===== config.mk =====
export PLATFORM = sky130hd
export DESIGN_NAME = obstacle_generator
export DESIGN_NICKNAME = d
export VERILOG_FILES = /design/src/rtl/obstacle_generator.sv
export SDC_FILE = /design/constraint.sdc
export NUM_CORES = 1
export LEC_CHECK = 0
export ABC_AREA = 1
export BUFFER_PORTS_ARGS = -buffer_cell sky130_fd_sc_hd__buf_2
export CAP_MARGIN = 20
export CORE_ASPECT_RATIO = 1.5
export CORE_UTILIZATION = 62
export DETAILED_ROUTE_END_ITERATION = 12
export PLACE_DENSITY = 0.86
export SLEW_MARGIN = 20
export SYNTH_ARGS = -nofsm -noshare
export SYNTH_HDL_FRONTEND = slang
export SYNTH_HIERARCHICAL = 1
export SYNTH_SLANG_ARGS = --single-unit

===== constraint.sdc =====
create_clock -name clk -period 7.6 [get_ports clk]
set_input_delay 1.14 -clock clk [delete_from_list [all_inputs] [get_ports clk]]
set_output_delay 1.14 -clock clk [all_outputs]
set_load 0.02 [all_outputs]

===== src/rtl/obstacle_generator.sv =====
// Obstacle producer: ten slots that spawn at the right screen edge from an LFSR,
// scroll left on a divided movement tick, and retire once past the left edge.
module obstacle_slot #(
  parameter int SPEED = 4
) (
  input  logic       clk,
  input  logic       rst_n,
  input  logic       clear,
  input  logic       tick,
  input  logic       load,
  input  logic [9:0] ld_xl,
  input  logic [9:0] ld_xr,
  input  logic [8:0] ld_yt,
  input  logic [8:0] ld_yb,
  output logic       act_q,
  output logic [9:0] xl_q,
  output logic [9:0] xr_q,
  output logic [8:0] yt_q,
  output logic [8:0] yb_q
);
  logic       act_d;
  logic [9:0] xl_d, xr_d;
  logic [8:0] yt_d, yb_d;

  always_comb begin
    act_d = act_q;
    xl_d  = xl_q;
    xr_d  = xr_q;
    yt_d  = yt_q;
    yb_d  = yb_q;
    if (clear) begin
      act_d = 1'b0;
      xl_d  = '0;
      xr_d  = '0;
      yt_d  = '0;
      yb_d  = '0;
    end else if (tick) begin
      if (load) begin
        act_d = 1'b1;
        xl_d  = ld_xl;
        xr_d  = ld_xr;
        yt_d  = ld_yt;
        yb_d  = ld_yb;
      end else if (act_q) begin
        if (xr_q < 10'(SPEED)) begin
          // Fully off the left edge: retire with all fields zeroed.
          act_d = 1'b0;
          xl_d  = '0;
          xr_d  = '0;
          yt_d  = '0;
          yb_d  = '0;
        end else begin
          xr_d = xr_q - 10'(SPEED);
          xl_d = (xl_q >= 10'(SPEED)) ? xl_q - 10'(SPEED) : '0;
        end
      end
    end
  end

  always_ff @(posedge clk or negedge rst_n) begin
    if (!rst_n) begin
      act_q <= 1'b0;
      xl_q  <= '0;
      xr_q  <= '0;
      yt_q  <= '0;
      yb_q  <= '0;
    end else begin
      act_q <= act_d;
      xl_q  <= xl_d;
      xr_q  <= xr_d;
      yt_q  <= yt_d;
      yb_q  <= yb_d;
    end
  end
endmodule

module obstacle_generator #(
  parameter int          TICK_DIV    = 416667,
  parameter int          SPAWN_TICKS = 90,
  parameter int          SPEED       = 4,
  parameter int          SCREEN_W    = 640,
  parameter int          SCREEN_H    = 480,
  parameter int          MIN_W       = 32,
  parameter int          MIN_H       = 80,
  parameter logic [15:0] LFSR_SEED   = 16'hACE1
) (
  input  logic         clk,
  input  logic         rst_n,
  input  logic [1:0]   gamemode,
  output logic [199:0] obstacle_x,
  output logic [179:0] obstacle_y,
  output logic [9:0]   obstacle_active
);
  localparam int NUM_SLOTS = 10;
  localparam int TW = (TICK_DIV > 1) ? $clog2(TICK_DIV) : 1;
  localparam int SW = (SPAWN_TICKS > 1) ? $clog2(SPAWN_TICKS) : 1;

  typedef enum logic [1:0] {GM_INIT, GM_RUN, GM_PAUSE, GM_END} gm_e;
  gm_e gm;
  assign gm = gm_e'(gamemode);

  logic [15:0]   lfsr_q, lfsr_d;
  logic [TW-1:0] tick_cnt_q, tick_cnt_d;
  logic [SW-1:0] spawn_cnt_q, spawn_cnt_d;
  logic          clear, tick, spawn_due, found;

  logic [NUM_SLOTS-1:0]      act, load_vec;
  logic [NUM_SLOTS-1:0][9:0] xl, xr;
  logic [NUM_SLOTS-1:0][8:0] yt, yb;

  logic [9:0] sp_w, sp_xr;
  logic [8:0] sp_h, sp_yt, sp_yb;

  assign clear     = (gm == GM_INIT);
  assign tick      = (gm == GM_RUN) && (tick_cnt_q == TW'(TICK_DIV - 1));
  assign spawn_due = tick && (spawn_cnt_q == SW'(SPAWN_TICKS - 1));

  always_comb begin
    // x^16 + x^14 + x^13 + x^11 + 1, free-running in every mode.
    lfsr_d      = {lfsr_q[14:0], lfsr_q[15] ^ lfsr_q[13] ^ lfsr_q[12] ^ lfsr_q[10]};
    tick_cnt_d  = tick_cnt_q;
    spawn_cnt_d = spawn_cnt_q;
    if (clear) begin
      tick_cnt_d  = '0;
      spawn_cnt_d = '0;
    end else if (gm == GM_RUN) begin
      tick_cnt_d = tick ? '0 : tick_cnt_q + 1'b1;
      if (tick) spawn_cnt_d = spawn_due ? '0 : spawn_cnt_q + 1'b1;
    end
  end

  // Lowest slot free at the start of the tick; retiring slots are still active here.
  always_comb begin
    load_vec = '0;
    found    = 1'b0;
    for (int i = 0; i < NUM_SLOTS; i++) begin
      if (!act[i] && !found) begin
        load_vec[i] = spawn_due;
        found       = 1'b1;
      end
    end
  end

  always_comb begin
    sp_w  = 10'(MIN_W) + {4'd0, lfsr_q[5:0]};
    sp_xr = 10'(SCREEN_W) + sp_w - 10'd1;
    sp_h  = 9'(MIN_H) + {2'd0, lfsr_q[12:6]};
    if (lfsr_q[13]) begin
      sp_yt = 9'(SCREEN_H) - sp_h;
      sp_yb = 9'(SCREEN_H - 1);
    end else begin
      sp_yt = '0;
      sp_yb = sp_h - 9'd1;
    end
  end

  always_ff @(posedge clk or negedge rst_n) begin
    if (!rst_n) begin
      lfsr_q      <= LFSR_SEED;
      tick_cnt_q  <= '0;
      spawn_cnt_q <= '0;
    end else begin
      lfsr_q      <= lfsr_d;
      tick_cnt_q  <= tick_cnt_d;
      spawn_cnt_q <= spawn_cnt_d;
    end
  end

  for (genvar i = 0; i < NUM_SLOTS; i++) begin : g_slot
    obstacle_slot #(.SPEED(SPEED)) u_slot (
      .clk   (clk),
      .rst_n (rst_n),
      .clear (clear),
      .tick  (tick),
      .load  (load_vec[i]),
      .ld_xl (10'(SCREEN_W)),
      .ld_xr (sp_xr),
      .ld_yt (sp_yt),
      .ld_yb (sp_yb),
      .act_q (act[i]),
      .xl_q  (xl[i]),
      .xr_q  (xr[i]),
      .yt_q  (yt[i]),
      .yb_q  (yb[i])
    );
    assign obstacle_x[20*i +: 20] = {xl[i], xr[i]};
    assign obstacle_y[18*i +: 18] = {yt[i], yb[i]};
  end

  assign obstacle_active = act;
endmodule


### After elaboration in Yosys (flattened, before gate mapping)

Cells that the tools add are included.

* flip-flop bits (word level): 432
* latch bits: 0
* RAM bits: 0
* ROM bits: 0
* bits of input ports: 4
* output and inout bits: 390
* logic and storage cells: 447
* memories kept: 0

* add/subtract/negate cells: 28
* multipliers: 0
* div/mod/pow operators: 0
* $lt $le $gt $ge: 20
* equal/unequal tests: 3
* shift-type cells: 0
* multiplexer cells: 268
* bitwise operators: 3
* reductions and logical operators: 72

Operator list (count)
* 2-to-1 mux 10 bit: 110
* 2-to-1 mux 9 bit: 82
* subtractor 10 x 3 -> 10 bit, second input constant: 20
* >= comparator 10 x 3 -> 1 bit, second input constant: 10
* < comparator 10 x 3 -> 1 bit, second input constant: 10
* 2-to-1 mux 1 bit: 69
* nonzero test 3 bit: 20
* 2-to-1 mux 19 bit: 3
* AND reduction 3 bit: 10
* 2-to-1 mux 7 bit: 4
* AND reduction 2 bit: 11
* adder 19 x 1 -> 19 bit, second input constant: 1
* equality test 19 bit, second input constant: 1
* logical NOT 1 bit: 17
* logical AND 1 bit: 11
* adder 10 x 7 -> 10 bit, first input constant: 1
* subtractor 10 x 1 -> 10 bit, second input constant: 1
* subtractor 8 x 1 -> 9 bit, second input constant: 1
* subtractor 9 x 8 -> 9 bit, first input constant: 1
* adder 7 x 7 -> 8 bit, first input constant: 1
* adder 6 x 6 -> 7 bit, first input constant: 1
* adder 7 x 1 -> 7 bit, second input constant: 1
* equality test 7 bit, second input constant: 1
* nonzero test 2 bit: 2
* 3 further kinds: 5

### Logic depth before layout (Yosys ltp)

* depth after elaboration: 30
* mapped depth: 16
* gate-level depth less buffers: 15

### Cells and area by module

The synthesis kept the hierarchy.

Modules (own cells, without submodules)
* obstacle_slot (g_slot[0].u_slot ...): times used 6, cells an instance 288, area each 2123.3 um2, sequential area each 975.9 um2
* obstacle_slot (g_slot[6].u_slot ...): times used 4, cells an instance 300, area each 2302.2 um2, sequential area each 975.9 um2
* obstacle_generator: times used 1, cells an instance 347, area each 2697.6 um2, sequential area each 1061.0 um2

### Worst setup path before layout

OpenSTA, ideal clock, no wires.

* path kind: input to register
* from: input gamemode[1]
* to: register tick_cnt_q[10]
* arrival time: 4254 ps
* required time: 7480 ps
* setup slack: 3227 ps
* stages: 5
* buffers on the path: 1
* path through: nor2_1 -> clkinv_1 -> nand2_4 -> buf_6 -> nor2_1

* longest elaborated chain between the ends: 5

RTL lines
* start: declaration: RTL line 89 `input logic [1:0] gamemode,`
* equality test 2 x 1 -> 1 bit: RTL line 115, 126
* logical AND 1 bit: RTL line 115 `assign tick = (gm == GM_RUN) && (tick_cnt_q == TW'(TICK_DIV - 1));`
* 2-to-1 mux 19 bit: RTL line 127 `tick_cnt_d = tick ? '0 : tick_cnt_q + 1'b1;`
* 2-to-1 mux 19 bit: RTL line 126 `end else if (gm == GM_RUN) begin`
* 2-to-1 mux 19 bit: RTL line 123 `if (clear) begin`
* end signal: assignment: RTL line 164 `tick_cnt_q <= tick_cnt_d;`
* end: declaration: RTL line 103 `logic [TW-1:0] tick_cnt_q, tick_cnt_d;`

Several ways; a longest one is shown, not always the timed one. The select of a mux whose other input is x is not followed.
A chain may end at the register's enable or synchronous reset.

### Worst setup path in the final report

* from: input gamemode[1]
* to: register g_slot[3].u_slot.xr_q[0]

* longest elaborated chain between the ends: 7

RTL lines
* equality test 2 x 1 -> 1 bit *: RTL line 115
* logical AND 1 bit *: RTL line 115
* net tick: RTL line 105 `logic clear, tick, spawn_due, found;`
* logical AND 1 bit *: RTL line 116 `assign spawn_due = tick && (spawn_cnt_q == SW'(SPAWN_TICKS - 1));`
* 2-to-1 mux 1 bit *: RTL line 137 `if (!act[i] && !found) begin`
* net load_vec[3]: RTL line 107 `logic [NUM_SLOTS-1:0] act, load_vec;`
* 2-to-1 mux 10 bit: RTL line 38 `if (load) begin`
* 2-to-1 mux 10 bit: RTL line 37 `end else if (tick) begin`
* 2-to-1 mux 10 bit: RTL line 31 `if (clear) begin`
* end signal: assignment: RTL line 70 `xr_q <= xr_d;`
* end: declaration: RTL line 17 `output logic [9:0] xr_q,`

Mark *: on every way through the listed nets, which the timed path passes. The rest lies on a longest branch. The select of a mux whose other input is x is not followed.

==> results.yml <==
timing:
  fmax_mhz: 265
  max_slew_margin_pct: 19.9
  finClkSkew_ns: 0.0187
  tightest_slew_ns: 1.20
  drv_slew: 0
  finalHoldViolCount: 0
  finalCriticalPeriod_ns: 3.77
  finalCritPeriodShare_pct: 49.6
  rsz0062_at_grt: "no"
  setup_viol: 0
  fin_tns_setup_ns: 0
floorplan:
  dieHeight_um: 246
  rows: 89
  die_w_um: 165
  io_pins: 394
  core_area_um2: 39300
  initial_core_util_pct: 62.7
  die-area_um2: 40600
detailed_routing:
  routed_via_density: 5.55
  drtPass1Iterations: 7
  drt_iter0_drc: 2022
  ant_nets: 0
  vias: 23800
  drc: 0
  routed_wl_mm: 77.2
  wl_per_cell_um: 18.0
worst_setup_path:
  critical_path_class: "primary input to flip-flop"
  cp.arrival_ns: 4.27
  r2r-end: "g_slot[3].u_slot/xr_q[0]$_DFFE_PN0P_"
  worstPathRequired_ns: 8.10
  start_kind: "primary input"
  worstRegToRegCells: 13
  rrSetupSlack_ns: 3.85
  crit_path_max_fanout: 32
  r2r-start: "spawn_cnt_q[1]$_DFFE_PN0P_"
  cp-end-kind: "flip-flop"
global_route:
  use_met1_pct: 43.2
  grt.busiest_layer: "met2"
  antenna_found_initial: 0
  grt_max_degree: 165
  grt_pass1_vias: 22900
  track_usage_pct: 38.1
  grt_pass1_wl_mm: 120
  met2_usage_pct: 63.5
  use_met3_pct: 8.97
  overflow: 0
synth:
  ys.flop_type: "dfrtp_1"
  synthArstFlopShare_pct: 100
  synth_area_leader_cell: "dfrtp_1"
  ys_seq_elements: 432
  synth_edf_count: 0
  synth.distinct_cells: 40
  netlist_top_cells_count: "nand2_1 (1213), dfrtp_1 (424), o21ai_0 (326)"
  yosysTopAreaCellShare_pct: 43.1
  synth.most_common_cell: "nand2_1"
  ys_warn_count: 6
  syn_area_per_cell_um2: 7.53
  synth_cells: 3275
  yosysSeqAreaShare_pct: 43.9
  syn-cell-area_um2: 24600
  yosys-top-cells-area: "dfrtp_1 (43%), nand2_1 (18%), o21ai_0 (6.6%), nand3_1 (4.6%), inv_1 (3.5%)"
placed_design:
  port_buffers: 393
  place.gp.congestion: 0.964
  post-dp-hpwl_mm: 53.3
  dpl_cell_area_um2: 27300
layout:
  design_area_um2: 28800
  n_antenna_cell: 0
  final_core_util_pct: 73.2
  drive_above_1_share_pct: 20.5
  nets: 3802
  syn_to_final_growth_pct: 16.7
worst_hold_path:
  hold_depth: 0
  min_path_type: "flip-flop to flip-flop"
  hold_end: "lfsr_q[15]$_DFF_PN1_"
  hold_start: "lfsr_q[14]$_DFF_PN0_"
clock_tree:
  cts_repair_resize_count: 0
  clk_pin_slew_ns: 0.07
  clk_latency_ns: 0.56
  cts_buffers: 42
  cts_sinks: 432
  cts_tree: "built"
  cts-root-buf: "clkbuf_16"
  h-tree-depth: 2
  clk_path_buf_depth: 3
  cts_setup_buffers: 0
  postCtsHoldBufs: 0
power:
  netSwitchingFraction_pct: 22.7
  p_clk_share_pct: 47.7
  peakVddDrop_v: 0.000190
  p_sw_mw: 1.06
  power_frac_comb_pct: 3.0
  seqPwrFrac_pct: 49.2
  total_power_mw: 4.68
  p_per_area_nw_per_um2: 163
  power.internal_mw: 3.61
  power.leakage_nw: 16.1
run_status:
  status: "finished clean"
flow_run:
  maxCapViolations: 0
## metal layers
metal,part of all wire [%],vias up,wire length (um)
li1,-,11300,-
met1,36,11200,27900
met2,48,980,37200
met3,8.4,296,6440
met4,7.3,0,5660
met5,0,-,0
## layout by cell type, fill, tap and decap left out, types with 8 or more instances in the layout
master / count
nor2_2: 47
inv_1: 229
nand2_1: 1213
xnor2_1: 26
dfstp_2: 8
inv_2: 33
nor2_4: 11
ha_1: 39
clkinv_2: 8
nand3_1: 225
dfrtp_1: 424
o21ai_1: 17
o21bai_1: 15
buf_4: 40
o21ai_2: 88
clkbuf_8: 8
buf_2: 392
or2_2: 8
nor3_1: 9
nor2_1: 223
nand2_4: 8
a21oi_1: 36
o21ai_0: 325
xor2_1: 47
nand2_2: 20
nand4_1: 32
nor3_2: 16
nand3_2: 11
clkbuf_16: 45
conb_1: 130
## critical path: stages
cell and delay [ns]:
buf_2 0.16, inv_2 0.19, nand2_4 0.07, nor2_4 0.10, nand3_4 0.11, nor2_8 0.14, nand2_4 0.12, nor2_2 0.75
inv_2 0.12, a21oi_1 0.19, nor2_2 0.04, buf_4 0.25, nor2_2 0.60, nand3_1 0.16, nand2_1 0.10
## sequential cells by signal, summed over array words and instances (netlist names)
signal and count:
spawn_cnt_q 7, g_slot.u_slot/act_q 10, tick_cnt_q 19, g_slot.u_slot/yb_q 90, lfsr_q 16, g_slot.u_slot/xr_q 100
g_slot.u_slot/yt_q 90, g_slot.u_slot/xl_q 100
## power groups by stage
stage | logic, mW | clock network, mW | registers (mW)
2_1_floorplan | 0.0883 | 0 | 2.35
3_3_place_gp | 0.141 | 0 | 2.35
3_5_place_dp | 0.142 | 0 | 2.35
4_1_cts | 0.142 | 2.25 | 2.30
5_1_grt | 0.161 | 2.34 | 2.30
6_report | 0.142 | 2.23 | 2.30
## final cells by class
class | instances | area [um2]
sequential | 432 | 10800
tap | 500 | 626
timing repair buffer | 434 | 2300
inverter | 265 | 997
clock buffer | 59 | 1260
fill | 3187 | 10500
multi-input combinational | 2584 | 12600
clock inverter | 18 | 208
## logic make-up (layout without fill, tap and decap cells)
logic type | count (synthesis) | after routing | synth area share (%)
fa+ha+maj | 39 | 39 | 1.98
simple gates | 1843 | 1843 | 32.2
other cells | 2 | 130 | 0.0305
xor+xnor | 77 | 77 | 2.74
flops | 432 | 432 | 43.9
compound gates | 495 | 495 | 11.8
buf+inv | 387 | 776 | 7.35
## worst max path at each step
stage	from	endpoint	depth (start not counted)	slack [ns]
finish	gamemode[1]	g_slot[3].u_slot/xr_q[0]$_DFFE_PN0P_	15	3.83
CTS	spawn_cnt_q[1]$_DFFE_PN0P_	g_slot[3].u_slot/xr_q[0]$_DFFE_PN0P_	13	3.86
global placement	gamemode[1]	g_slot[3].u_slot/yt_q[7]$_DFFE_PN0P_	15	3.38
detailed placement	gamemode[1]	g_slot[3].u_slot/xr_q[0]$_DFFE_PN0P_	15	3.31
floorplan	gamemode[1]	tick_cnt_q[10]$_DFFE_PN0P_	5	3.23
global route	spawn_cnt_q[1]$_DFFE_PN0P_	g_slot[3].u_slot/yb_q[0]$_DFFE_PN0P_	13	3.47
## per-stage QoR
stage,worst slack (ns),cells,hold WS [ns]
after floorplan,3.23,3403,0.333
after global placement,3.38,4215,0.337
after detailed placement,3.31,4215,0.349
after CTS,3.86,4292,0.365
after global routing,3.47,4292,0.364
final,3.83,4292,0.363
No activity file was read; power rests on OpenSTA's default activity.
